==> src/rtl/bnn_pkg.sv <==
// Shared types and helpers for the sequential binary neuron.
package bnn_pkg;

    // Evaluation sequencer states.
    typedef enum logic [1:0] {
        IDLE  = 2'd0,
        ACCUM = 2'd1,
        DONE  = 2'd2
    } state_e;

    // Synapse modes selected by the XNOR_MODE parameter.
    localparam int MODE_AND  = 0;
    localparam int MODE_XNOR = 1;

    // Accumulator width that can hold any popcount 0..n_inputs.
    function automatic int acc_bits(input int n_inputs);
        return $clog2(n_inputs + 1);
    endfunction

endpackage

==> src/rtl/bnn_popcount.sv <==
// Combinational population count of one synapse chunk.
module bnn_popcount #(
    parameter int WIDTH = 2
) (
    input  logic [WIDTH-1:0]             bits_in,
    output logic [$clog2(WIDTH+1)-1:0]   count
);

    localparam int CW = $clog2(WIDTH + 1);

    // Sum the set bits of the chunk.
    always_comb begin
        // NOTE: assigning a default before the loop keeps this purely
        // combinational; a path that skips the assignment would infer a latch.
        count = '0;
        for (int i = 0; i < WIDTH; i++) begin
            count = count + CW'(bits_in[i]);
        end
    end

endmodule

==> src/rtl/bnn_neuron_seq.sv <==
// Time-multiplexed binary neuron: serial weight/bias chain, LANES synapses
// per cycle, registered axon with a one-cycle valid pulse.
// Optional macro BNN_NEURON_ACC_OUT_EN adds the acc_out port holding the
// final popcount of the last evaluation.
module bnn_neuron_seq
    import bnn_pkg::*;
#(
    parameter int INPUTS         = 8,
    parameter int LANES          = 2,
    parameter int BIAS_BITS      = 3,
    parameter int XNOR_MODE      = 0,
    parameter int USE_CHEAP_BIAS = 0
) (
    input  logic              clk,
    input  logic              reset,
    input  logic              setup,
    input  logic              param_in,
    output logic              param_out,
    input  logic              start,
    input  logic [INPUTS-1:0] inputs,
    output logic              busy,
    output logic              axon,
    output logic              axon_valid
`ifdef BNN_NEURON_ACC_OUT_EN
    ,
    output logic [acc_bits(INPUTS)-1:0] acc_out
`endif
);

    localparam int ACC_BITS = acc_bits(INPUTS);
    localparam int NCHUNK   = INPUTS / LANES;
    localparam int CNT_BITS = (NCHUNK > 1) ? $clog2(NCHUNK) : 1;
    localparam int PC_BITS  = $clog2(LANES + 1);
    localparam int CMP_BITS = (ACC_BITS > BIAS_BITS) ? ACC_BITS : BIAS_BITS;
    localparam logic [CNT_BITS-1:0] LAST_CHUNK = CNT_BITS'(NCHUNK - 1);

    state_e                state_q,   state_d;
    logic [INPUTS-1:0]     weights_q, weights_d;
    logic [BIAS_BITS-1:0]  bias_q,    bias_d;
    logic [ACC_BITS-1:0]   acc_q,     acc_d;
    logic [CNT_BITS-1:0]   cnt_q,     cnt_d;
    logic [INPUTS-1:0]     in_q,      in_d;
    logic                  axon_q,    axon_d;
    logic                  valid_q,   valid_d;
`ifdef BNN_NEURON_ACC_OUT_EN
    logic [ACC_BITS-1:0]   acc_out_q, acc_out_d;
`endif

    logic [INPUTS-1:0]     syn_all;
    logic [LANES-1:0]      syn_chunk;
    logic [PC_BITS-1:0]    chunk_count;
    logic [ACC_BITS-1:0]   acc_sum;
    logic [CMP_BITS-1:0]   acc_ext;
    logic [CMP_BITS-1:0]   bias_ext;
    logic                  fire;

    // Synapse vector for the latched activations and the current chunk.
    always_comb begin
        if (XNOR_MODE == MODE_XNOR) begin
            syn_all = ~(weights_q ^ in_q);
        end else begin
            syn_all = weights_q & in_q;
        end
        syn_chunk = syn_all[cnt_q*LANES +: LANES];
    end

    bnn_popcount #(
        .WIDTH (LANES)
    ) u_popcount (
        .bits_in (syn_chunk),
        .count   (chunk_count)
    );

    // Running sum including this cycle's chunk, and the threshold decision on it.
    always_comb begin
        acc_sum  = acc_q + ACC_BITS'(chunk_count);
        acc_ext  = CMP_BITS'(acc_sum);
        bias_ext = CMP_BITS'(bias_q);
        if (USE_CHEAP_BIAS != 0) begin
            fire = |(acc_ext & bias_ext);
        end else begin
            fire = (acc_ext > bias_ext);
        end
    end

    // Next-state logic for the sequencer, parameter chain and datapath.
    always_comb begin
        state_d   = state_q;
        weights_d = weights_q;
        bias_d    = bias_q;
        acc_d     = acc_q;
        cnt_d     = cnt_q;
        in_d      = in_q;
        axon_d    = axon_q;
        valid_d   = 1'b0;
`ifdef BNN_NEURON_ACC_OUT_EN
        acc_out_d = acc_out_q;
`endif
        unique case (state_q)
            IDLE: begin
                if (setup) begin
                    // Chain: param_in -> weights[0..INPUTS-1] -> bias[0..BIAS_BITS-1].
                    bias_d    = (bias_q << 1) | BIAS_BITS'(weights_q[INPUTS-1]);
                    weights_d = (weights_q << 1) | INPUTS'(param_in);
                end else if (start) begin
                    in_d    = inputs;
                    acc_d   = '0;
                    cnt_d   = '0;
                    state_d = ACCUM;
                end
            end
            ACCUM: begin
                acc_d = acc_sum;
                cnt_d = cnt_q + 1'b1;
                if (cnt_q == LAST_CHUNK) begin
                    // Register the decision now so it is visible during DONE.
                    cnt_d   = '0;
                    axon_d  = fire;
                    valid_d = 1'b1;
`ifdef BNN_NEURON_ACC_OUT_EN
                    acc_out_d = acc_sum;
`endif
                    state_d = DONE;
                end
            end
            DONE: begin
                // setup is ignored here; start gives back-to-back evaluation.
                if (start) begin
                    in_d    = inputs;
                    acc_d   = '0;
                    cnt_d   = '0;
                    state_d = ACCUM;
                end else begin
                    state_d = IDLE;
                end
            end
            default: begin
                state_d = IDLE;
            end
        endcase
    end

    // State register with synchronous reset.
    always_ff @(posedge clk) begin
        // NOTE: sequential state uses non-blocking assignments so every flop
        // samples pre-edge values regardless of statement order.
        if (reset) begin
            // NOTE: the parameter chain is reset too; a reset neuron must read
            // back as all-zero weights and bias, not keep stale contents.
            state_q   <= IDLE;
            weights_q <= '0;
            bias_q    <= '0;
            acc_q     <= '0;
            cnt_q     <= '0;
            in_q      <= '0;
            axon_q    <= 1'b0;
            valid_q   <= 1'b0;
`ifdef BNN_NEURON_ACC_OUT_EN
            acc_out_q <= '0;
`endif
        end else begin
            state_q   <= state_d;
            weights_q <= weights_d;
            bias_q    <= bias_d;
            acc_q     <= acc_d;
            cnt_q     <= cnt_d;
            in_q      <= in_d;
            axon_q    <= axon_d;
            valid_q   <= valid_d;
`ifdef BNN_NEURON_ACC_OUT_EN
            acc_out_q <= acc_out_d;
`endif
        end
    end

    // Outputs come straight from registers; param_out adds no latency.
    always_comb begin
        busy       = (state_q == ACCUM);
        param_out  = bias_q[BIAS_BITS-1];
        axon       = axon_q;
        axon_valid = valid_q;
`ifdef BNN_NEURON_ACC_OUT_EN
        acc_out    = acc_out_q;
`endif
    end

endmodule
==> config.mk <==
export PLATFORM = sky130hd
export DESIGN_NAME = bnn_neuron_seq
export DESIGN_NICKNAME = d
export VERILOG_FILES = /design/src/rtl/bnn_pkg.sv /design/src/rtl/bnn_popcount.sv /design/src/rtl/bnn_neuron_seq.sv
export SDC_FILE = /design/constraint.sdc
export NUM_CORES = 1
export LEC_CHECK = 0
export CAP_MARGIN = 30
export CORE_MARGIN = 2
export CORE_UTILIZATION = 53
export DETAILED_ROUTE_END_ITERATION = 10
export PLACE_DENSITY = 0.81
export SLEW_MARGIN = 20
export SYNTH_ARGS = -nofsm -noshare
export SYNTH_HDL_FRONTEND = slang
export SYNTH_HIERARCHICAL = 1
export SYNTH_SLANG_ARGS = --single-unit
==> constraint.sdc <==
create_clock -name clk -period 3.2 [get_ports clk]
set_input_delay 0.64 -clock clk [delete_from_list [all_inputs] [get_ports clk]]
set_output_delay 0.64 -clock clk [all_outputs]
set_load 0.1 [all_outputs]
==> metrics, run 1 <==
post-layout util=0.628; First-pass DRT Iterations=4; clock latency on the worst-skew pair=0.33 ns; layout cell share with drive strength beyond 1=0.0838; Starting Density=0.545; hold crit path type=flop to flop; Slew headroom=0.526; syn_area_per_cell=8.73 um2; Leak=between 0.6 and 0.7 nW; arrival time at the worst endpoint=about 3.2 ns; Rows=18; Max Cap Viol=0; Setup crit start kind=flop; total negative setup slack=0 ns; Worst-Margin Slew=0.709 ns; Area Growth Syn to Fin=15.1%; count leader, synth=dfxtp_1; DRC=0; Worst Path Required=roughly 3.4 ns; R2R Path Start=cnt_q[0]$_SDFFE_PP0P_; Wirelength per Cell=around 14 um; cell taking the most area after synthesis=dfxtp_1; Final min period=between 2 and 3 ns; dominant cells by area after synthesis=dfxtp_1, a21oi_1, ha_1; Syn. warnings=6; Pins Over Slew Limit=0; Multi-input gate area=664 um2; clk slew on worst S/H paths=0.09 ns; grt ovf=0; Worst VDD drop=324 uV; post-synthesis sequential area ratio=0.438; CTS Hold Bufs=0; Reg2Reg Setup Slack=0.22 ns; gr usage total=0.232; core box area=between 2000 and 2500 um2; Post-synth EDFFs=0; fmax=336 MHz; final setup vio count=0; #FFs+latches synth=29; post-layout total power=675 uW; final hold violations=0; Final ANT Viol Nets=0; WHS Path Cells=2; vias per cell=5.73; Crit Path Class=flop to flop; Nets=approximately 190; num ports=17; Yosys cell types=27; CTS sink count=29; Syn Nets=173; RSZ-0062 raised after global routing=false; Post-Syn Area=1330 um2; fillers=206; vias in the first global route=1,061; CP max FO=11; DRT Wirelength=2780 um; Final Wtd Congestion=0.790; worst hold endpoint=weights_q[6]$_SDFFE_PP0P_; Iteration-0 DRC Markers=39; cells after synthesis=roughly 150; Die Height=54.0 um; initial antenna violation count=0; PwrDens=442 nW/um2; Post-synth top cells=dfxtp_1, a21oi_1, nand2_1; asr flop ratio synth=0; HPWL Detailed=1930 um; CP Capture Type=flop; via count=1,128; Final period util=0.930; ys flop type=dfxtp_1; port bufs=16; top-area cell type share of the netlist area=0.438; H-tree lvl count=2; crit path launch=cnt_q[0]$_SDFFE_PP0P_; clk_skew=0.00751 ns; run status=finished, final reports clean; TritonCTS clock tree=built; reg2reg end=axon$_SDFFE_PP0P_; clock buffer depth=2; r2r worst-path depth=11; total CTS buffers=5; total setup buffers inserted after CTS=0; Worst Hold Launch=weights_q[5]$_SDFFE_PP0P_; first-pass GRT wire length=4630 um; die span in x=54.0 um; Cell Area, Placed=1470 um2; root buffer cell=clkbuf_4; area of all placed cells without fillers=1530 um2; pin count of the biggest net entering global routing=20; CTS resizes=0; ant diodes=0; Seq. cell area=581 um2; Die ar.=2920 um2
==> area by class of cell <==
class	count	area share
multi-input cells	109	0.435
clock buffers	7	0.0361
flip-flops and latches	29	0.380
inverters	5	0.0205
repair buffers	17	0.103
well taps	30	0.0246
==> stage by stage <==
stage               hold WS (ns)  worst slack [ns]  std cells
floorplan                  0.441             0.407        152
global placement           0.449             0.426        190
detailed placement         0.465             0.323        190
CTS                        0.478             0.272        197
global route               0.503           0.00413        197
finish                     0.476             0.224        197
==> critical path, cell delays in order, from the launching register on <==
cell and delay [ns]:
dfxtp_1 0.53, nor2_1 0.12, a311oi_1 0.30, a21oi_1 0.08, ha_1 0.28, ha_1 0.21, fa_1 0.47, ha_1 0.30
nor2b_1 0.13, o21a_1 0.15, o21ai_0 0.16, a311oi_1 0.11
==> worst max path at each step <==
stage                     slack [ns]  cells after the start                 to
after floorplan                 0.41                     12  axon$_SDFFE_PP0P_
after global routing           0.004                     11  axon$_SDFFE_PP0P_
after global placement          0.43                     11  axon$_SDFFE_PP0P_
after CTS                       0.27                     11  axon$_SDFFE_PP0P_
final                           0.22                     11  axon$_SDFFE_PP0P_
after detailed placement        0.32                     11  axon$_SDFFE_PP0P_
==> logic make-up after synthesis <==
kind of cell | Yosys count | share of synthesized area
and+or+nand+nor | 50 | 0.176
xor gates and xnor gates | 2 | 0.0132
muxes | 8 | 0.0604
DFF | 29 | 0.438
buffers and inverters | 14 | 0.0613
AOI/OAI and AO/OA | 41 | 0.170
adders and majority gates | 8 | 0.0811
==> power by group <==
part	internal, mW	switching [mW]
clock	0.103	0.122
combinational	0.0290	0.0401
sequential	0.369	0.0108
total	0.502	0.173
==> per-layer routing <==
metal	global-route usage	share of wire
met5	0	0
met4	0.121	0.031
met3	0.0917	0.074
met2	0.400	0.50
met1	0.241	0.40
==> sequential cells by signal, indices dropped and copies added, names as in the netlist <==
register and cells:
cnt_q 2, in_q 8, weights_q 8, bias_q 3, axon_valid 1, state_q 2
acc_q 4, axon 1
==> cell usage in the layout, fill, tap and decap left out, types with 2 or more instances in the layout <==
cell type / netlist / routed
inv_1: 4 / 4
a311oi_1: 3 / 3
o21ai_0: 13 / 13
nor2_1: 16 / 16
clkbuf_4: 0 / 5
nand2_1: 18 / 18
dfxtp_1: 29 / 29
a21oi_1: 20 / 20
nand3_1: 5 / 5
clkdlybuf4s50_1: 0 / 12
nor2b_1: 4 / 4
ha_1: 7 / 7
buf_4: 0 / 5
a31oi_1: 3 / 3
nand2b_1: 2 / 2
mux2i_1: 8 / 8
Power figures use the tool's default switching activity.
==> run 2, diff against run 1 <==
- SYNTH_HIERARCHICAL: 1 -> unset
==> run 2 against run 1 <==
Effect of this change: via count decreased by 11%; cell area about the same; critical path depth decreased by 1; die area decreased by 0.96%; setup slack improved by 0.40 ns; wire length decreased by 15%; non-clock buffer count unchanged; area after synthesis decreased by 1.0%.
==> metrics, run 2 <==
run status=finished, final reports clean (unchanged); worst-path cell chain=nand3_1 > o211ai_1 > o21ai_0 > fa_1 > inv_1 > ha_1 > ha_1 > a211o_1 > a211oi_2 > nor3_1 (was nor2_1 > a311oi_1 > a21oi_1 > ha_1 > ha_1 > fa_1 > ha_1 > nor2b_1 > o21a_1 > o21ai_0 > a311oi_1); Worst VDD drop=434 uV (was 324 uV); Max Cap Viol=0 (unchanged); Post-synth top cells=dfxtp_1, nor2_1, mux2i_1 (was dfxtp_1, a21oi_1, nand2_1); clk_skew=0.00506 ns (was 0.00751 ns); Yosys cell types=29 (was 27); r2r worst-path depth=10 (was 11); CP top delay family=adder cells (unchanged); Slowest-stage cell, CP=dfxtp_1 (unchanged); CTS resizes=0 (unchanged); num ports=17 (unchanged); via count=1,002 (was 1,128); first-pass GRT wire length=3880 um (was 4630 um); syn_area_per_cell=9.58 um2 (was 8.73 um2); cell taking the most area after synthesis=dfxtp_1 (unchanged); dominant cells by area after synthesis=dfxtp_1, mux2i_1, nor2_1 (was dfxtp_1, a21oi_1, ha_1); most used cell, CP=ha_1 (unchanged); total negative setup slack=0 ns (unchanged); Final Wtd Congestion=0.792 (was 0.790); commonest cells after routing, fill and taps aside=dfxtp_1, nor2_1, mux2i_1 (was dfxtp_1, a21oi_1, nand2_1); H-tree lvl count=2 (unchanged); clock latency on the worst-skew pair=0.32 ns (was 0.33 ns); ant diodes=0 (unchanged); die span in x=53.8 um (was 54.0 um); CTS sink count=29 (unchanged); HPWL Detailed=1680 um (was 1930 um); Final min period=2.57 ns (was 2.98 ns); gr usage total=0.198 (was 0.232); CP Capture Type=flop (unchanged); WP buf/inv=1 (was 0); clock buffer depth=2 (unchanged); Starting Density=0.545 (about the same); commonest non-fill, non-tap cell in the layout=dfxtp_1 (unchanged); layout cell share with drive strength beyond 1=0.123 (was 0.0838); root buffer cell=clkbuf_4 (unchanged); Leak=0.665 nW (was 0.622 nW); vias in the first global route=917 (was 1,061); ys flop type=dfxtp_1 (unchanged); First-pass DRT Iterations=4 (unchanged); post-synthesis sequential area ratio=0.442 (was 0.438); #FFs+latches synth=29 (unchanged); final setup vio count=0 (unchanged); Crit Path Class=flop to flop (unchanged); CTS Hold Bufs=0 (unchanged); RSZ-0062 raised after global routing=false (unchanged); asr flop ratio synth=0 (unchanged); Final ANT Viol Nets=0 (unchanged); port bufs=16 (unchanged); Pins Over Slew Limit=0 (unchanged); Worst Path Required=3.41 ns (was 3.39 ns); fillers=205 (was 206); Syn. warnings=0 (was 6); Slew headroom=0.636 (was 0.526); TritonCTS clock tree=built (unchanged); DRT Wirelength=2350 um (was 2780 um); Reg2Reg Setup Slack=0.63 ns (was 0.22 ns); clk slew on worst S/H paths=0.09 ns (about the same); Syn Nets=156 (was 173); top-area cell type share of the netlist area=0.442 (was 0.438); Worst-Margin Slew=0.547 ns (was 0.709 ns); Rows=18 (unchanged); Critical Path Stages=10 (was 11); Iteration-0 DRC Markers=11 (was 39); R2R Path Start=cnt_q[0]$_SDFFE_PP0P_ (unchanged); slowest cell delay on critical path=0.51 ns (was 0.53 ns); Area Growth Syn to Fin=16.4% (was 15.1%); total CTS buffers=5 (unchanged); Regs by FF count=in_q x8, weights_q x8, acc_q x4 (unchanged); Post-Syn Area=1310 um2 (was 1330 um2); cells after synthesis=137 (was 152); crit path launch=cnt_q[0]$_SDFFE_PP0P_ (unchanged); Post-synth EDFFs=0 (unchanged); count leader, synth=dfxtp_1 (unchanged); Nets=173 (was 188); Die ar.=2890 um2 (was 2920 um2); reg2reg end=axon$_SDFFE_PP0P_ (unchanged); core box area=2410 um2 (was 2430 um2); arrival time at the worst endpoint=2.78 ns (was 3.17 ns); DRC=0 (unchanged); Final period util=0.803 (was 0.930); Wirelength per Cell=12.7 um (was 14.1 um); grt ovf=0 (unchanged); CP max FO=11 (unchanged); end point of the critical path=axon$_SDFFE_PP0P_ (unchanged); Die Height=53.8 um (was 54.0 um); total setup buffers inserted after CTS=0 (unchanged); vias per cell=5.42 (was 5.73); Setup crit start kind=flop (unchanged); PwrDens=462 nW/um2 (was 442 nW/um2); fmax=389 MHz (was 336 MHz); initial antenna violation count=0 (unchanged); hold crit path type=flop to flop (unchanged); pin count of the biggest net entering global routing=30 (was 20); final hold violations=0 (unchanged); post-layout util=0.634 (was 0.628)
==> run 2: area by class of cell <==
cell class	count	area, um2	area share
multi-input cells	95	652	0.427
flip-flops and latches	29	581	0.380
repair buffers	17	158	0.103
clock buffers	7	65.1	0.0426
well taps	30	37.5	0.0246
inverters	6	30.0	0.0197
clock inverters	1	5.00	0.00328
==> run 2: cells by family after synthesis <==
family	after synthesis	share of synthesized area
AO/OA/AOI/OAI	19	0.0877
XOR/XNOR	2	0.0133
adder cells (fa/ha/maj)	6	0.0629
buffers and inverters	13	0.0610
flip-flops	29	0.442
multiplexers	19	0.145
AND/OR/NAND/NOR	49	0.188
==> run 2: worst min path at each step <==
stage / cells past startpoint / slack [ns] / startpoint / to
2_1_floorplan: 2 / 0.46 / acc_q[3]$_SDFFE_PP0P_ / acc_q[3]$_SDFFE_PP0P_
3_3_place_gp: 2 / 0.47 / acc_q[3]$_SDFFE_PP0P_ / acc_q[3]$_SDFFE_PP0P_
3_5_place_dp: 2 / 0.49 / in_q[0]$_SDFFE_PP0P_ / in_q[0]$_SDFFE_PP0P_
4_1_cts: 2 / 0.50 / acc_q[1]$_SDFFE_PP0P_ / acc_q[1]$_SDFFE_PP0P_
5_1_grt: 2 / 0.53 / acc_q[3]$_SDFFE_PP0P_ / acc_q[3]$_SDFFE_PP0P_
6_report: 2 / 0.50 / acc_q[3]$_SDFFE_PP0P_ / acc_q[3]$_SDFFE_PP0P_
==> run 2: metal layers <==
| layer | vias up | part of all wire | track usage |
|---|---|---|---|
| li1 | 498 | - | - |
| met1 | 478 | 0.42 | 0.205 |
| met2 | 21 | 0.51 | 0.337 |
| met3 | 5 | 0.050 | 0.0833 |
| met4 | 0 | 0.020 | 0.103 |
| met5 | - | 0 | 0 |
==> run 2: worst min-delay path, stage by stage (launching register included) <==
cell	delay (ns)
dfxtp_1	0.33
nand3_1	0.07
a21oi_1	0.06
==> run 2: through the flow <==
stage               worst slack [ns]  std cells  instance area (um2)  hold WS (ns)  total power, mW
global route                   0.422        185                 1530         0.528            0.739
floorplan                      0.701        137                 1310         0.460            0.439
CTS                            0.624        185                 1530         0.504            0.712
detailed placement             0.640        177                 1460         0.486            0.461
global placement               0.726        177                 1460         0.471            0.457
finish                         0.629        185                 1530         0.500            0.706
==> run 2: where the power goes <==
group / switching (mW) / internal (mW) / leakage, nW
Combinational: 0.0406 / 0.0337 / 0.388
Sequential: 0.00797 / 0.370 / 0.235
Clock: 0.127 / 0.127 / 0.0413
==> run 3, diff against run 2 <==
- clock period: 3.2 -> 2.4 ns (I/O delays scaled with it)
==> run 3 against run 2 <==
Effect of this change: via count is 0.30% lower; largest power group unchanged; register-to-register slack worse by 0.54 ns; largest cell class unchanged; clock-buffer cell count stayed put; combinational power is 52% higher; sequential power is 33% higher.
==> metrics, run 3 (synthesis results as in run 2) <==
run status=finished, final reports clean (unchanged); TritonCTS clock tree=built (unchanged); Slowest-stage cell, CP=fa_2 (was dfxtp_1); final setup vio count=0 (unchanged); core box area=2410 um2 (unchanged); HPWL Detailed=1780 um (was 1680 um); PwrDens=572 nW/um2 (was 462 nW/um2); Worst-Margin Slew=0.544 ns (was 0.547 ns); root buffer cell=clkbuf_4 (unchanged); Starting Density=0.545 (unchanged); RSZ-0062 raised after global routing=true (was false); clk slew on worst S/H paths=0.10 ns (was 0.09 ns); total CTS buffers=5 (unchanged); Final period util=0.964 (was 0.803); Final Wtd Congestion=0.791 (was 0.792); Final min period=2.31 ns (was 2.57 ns); Seq. cell area=586 um2 (was 581 um2); ant diodes=0 (unchanged); Wirelength per Cell=13.5 um (was 12.7 um); Iteration-0 DRC Markers=7 (was 11); fillers=205 (unchanged); First-pass DRT Iterations=4 (unchanged); Die Height=53.8 um (unchanged); Nets=177 (was 173); non-filler cells, final=188 (was 185); hold crit path type=flop to flop (unchanged); CP max FO=4 (was 11); Reg2Reg Setup Slack=0.09 ns (was 0.63 ns); Post-Place Cells=179 (was 177); first-pass GRT wire length=3900 um (was 3880 um); Worst VDD drop=386 uV (was 434 uV); Regs by FF count=in_q x8, weights_q x8, acc_q x4 (unchanged); Fin Hold WS=0.505 ns (was 0.500 ns); slowest cell delay on critical path=0.39 ns (was 0.51 ns); grt ovf=0 (unchanged); worst-path cell chain=buf_4 > o21ai_1 > o21ai_2 > fa_2 > inv_2 > ha_4 > xor2_1 > ha_1 > nor2_1 > a31oi_2 > a211oi_2 > nor3_1 (was nand3_1 > o211ai_1 > o21ai_0 > fa_1 > inv_1 > ha_1 > ha_1 > a211o_1 > a211oi_2 > nor3_1); Max Cap Viol=0 (unchanged); port bufs=16 (unchanged); commonest cells after routing, fill and taps aside=dfxtp_1, nor2_1, mux2i_1 (unchanged); Worst Path Required=2.62 ns (was 3.41 ns); vias per cell=5.31 (was 5.42); CTS sink count=29 (unchanged); Slew headroom=0.638 (was 0.636); DRC=0 (unchanged); Final ANT Viol Nets=0 (unchanged); CTS Hold Bufs=0 (unchanged); CP top delay family=adder cells (unchanged); DRT Wirelength=2550 um (was 2350 um); clock buffer depth=2 (unchanged); commonest non-fill, non-tap cell in the layout=dfxtp_1 (unchanged); Area Growth Syn to Fin=22.0% (was 16.4%); pin count of the biggest net entering global routing=30 (unchanged); Setup crit start kind=flop (unchanged); Leak=0.677 nW (was 0.665 nW); final hold violations=0 (unchanged); clock latency on the worst-skew pair=0.33 ns (was 0.32 ns); WP buf/inv=2 (was 1); fmax=432 MHz (was 389 MHz); H-tree lvl count=2 (unchanged); arrival time at the worst endpoint=2.54 ns (was 2.78 ns); Multi-input gate area=689 um2 (was 652 um2); post-layout util=0.665 (was 0.634); vias in the first global route=961 (was 917); gr usage total=0.197 (was 0.198); num ports=17 (unchanged); CP Capture Type=flop (unchanged); via count=999 (was 1,002); Die ar.=2890 um2 (unchanged); Pins Over Slew Limit=0 (unchanged); Crit Path Class=flop to flop (unchanged); die span in x=53.8 um (unchanged); Rows=18 (unchanged); layout cell share with drive strength beyond 1=0.184 (was 0.123); initial antenna violation count=0 (unchanged); clk_skew=0.0138 ns (was 0.00506 ns)
==> run 3: cell types whose count changed in the layout (fill, tap and decap cells not counted), sizes merged <==
cell	previous run	this run
clkinv	1	0
buf	5	9
==> run 3: worst reg2reg max path, cell delays in order (launching register included) <==
cell and delay [ns]:
dfxtp_4 0.35, buf_4 0.14, o21ai_1 0.17, o21ai_2 0.08
fa_2 0.39, inv_2 0.07, ha_4 0.12, xor2_1 0.15
ha_1 0.27, nor2_1 0.14, a31oi_2 0.06, a211oi_2 0.19
nor3_1 0.07
==> run 3: final cells by class <==
class,count,area share
Clock buffer,7,0.0344
Inverter,6,0.0187
Multi-Input combinational cell,95,0.430
Sequential cell,29,0.366
Tap cell,30,0.0234
Timing Repair Buffer,21,0.127
==> run 3: per-layer routing <==
metal  up-vias  global-route usage  wire, um
li1        502                   -         -
met1       465               0.200      1030
met2        28               0.339      1360
met3         4              0.0861       129
met4         0               0.103        22
met5         -                   0         0
==> run 3: path summary, 6_finish.rpt <==
check | from | endpoint | depth (start not counted)
hold reg to reg | in_q[4]$_SDFFE_PP0P_ | in_q[4]$_SDFFE_PP0P_ | 2
setup / recovery | cnt_q[0]$_SDFFE_PP0P_ | axon$_SDFFE_PP0P_ | 12
hold / removal | in_q[4]$_SDFFE_PP0P_ | in_q[4]$_SDFFE_PP0P_ | 2
setup reg to reg | cnt_q[0]$_SDFFE_PP0P_ | axon$_SDFFE_PP0P_ | 12
==> run 3: where the power goes <==
group	internal (mW)	switching (mW)	leakage, nW
clock network	0.138	0.163	0.0314
logic	0.0540	0.0586	0.409
registers	0.493	0.00908	0.236
==> run 3: stage by stage <==
stage               setup TNS [ns]  power (mW)  worst slack (ns)  cell area [um2]
floorplan                        0       0.586           0.00777             1310
global placement           -0.0171       0.615           -0.0171             1490
detailed placement          -0.118       0.619            -0.118             1490
CTS                              0       0.913         0.0000500             1550
global route               -0.0375       0.953           -0.0375             1600
finish                           0       0.916            0.0854             1600
==> run 3: timing repair <==
action | in CTS | in global routing
gates cloned | 0 | 0
setup endpoints to repair | 1 | 1
gates resized for setup | 6 | 10
pin swaps | 0 | 7
buffers inserted | 0 | 2
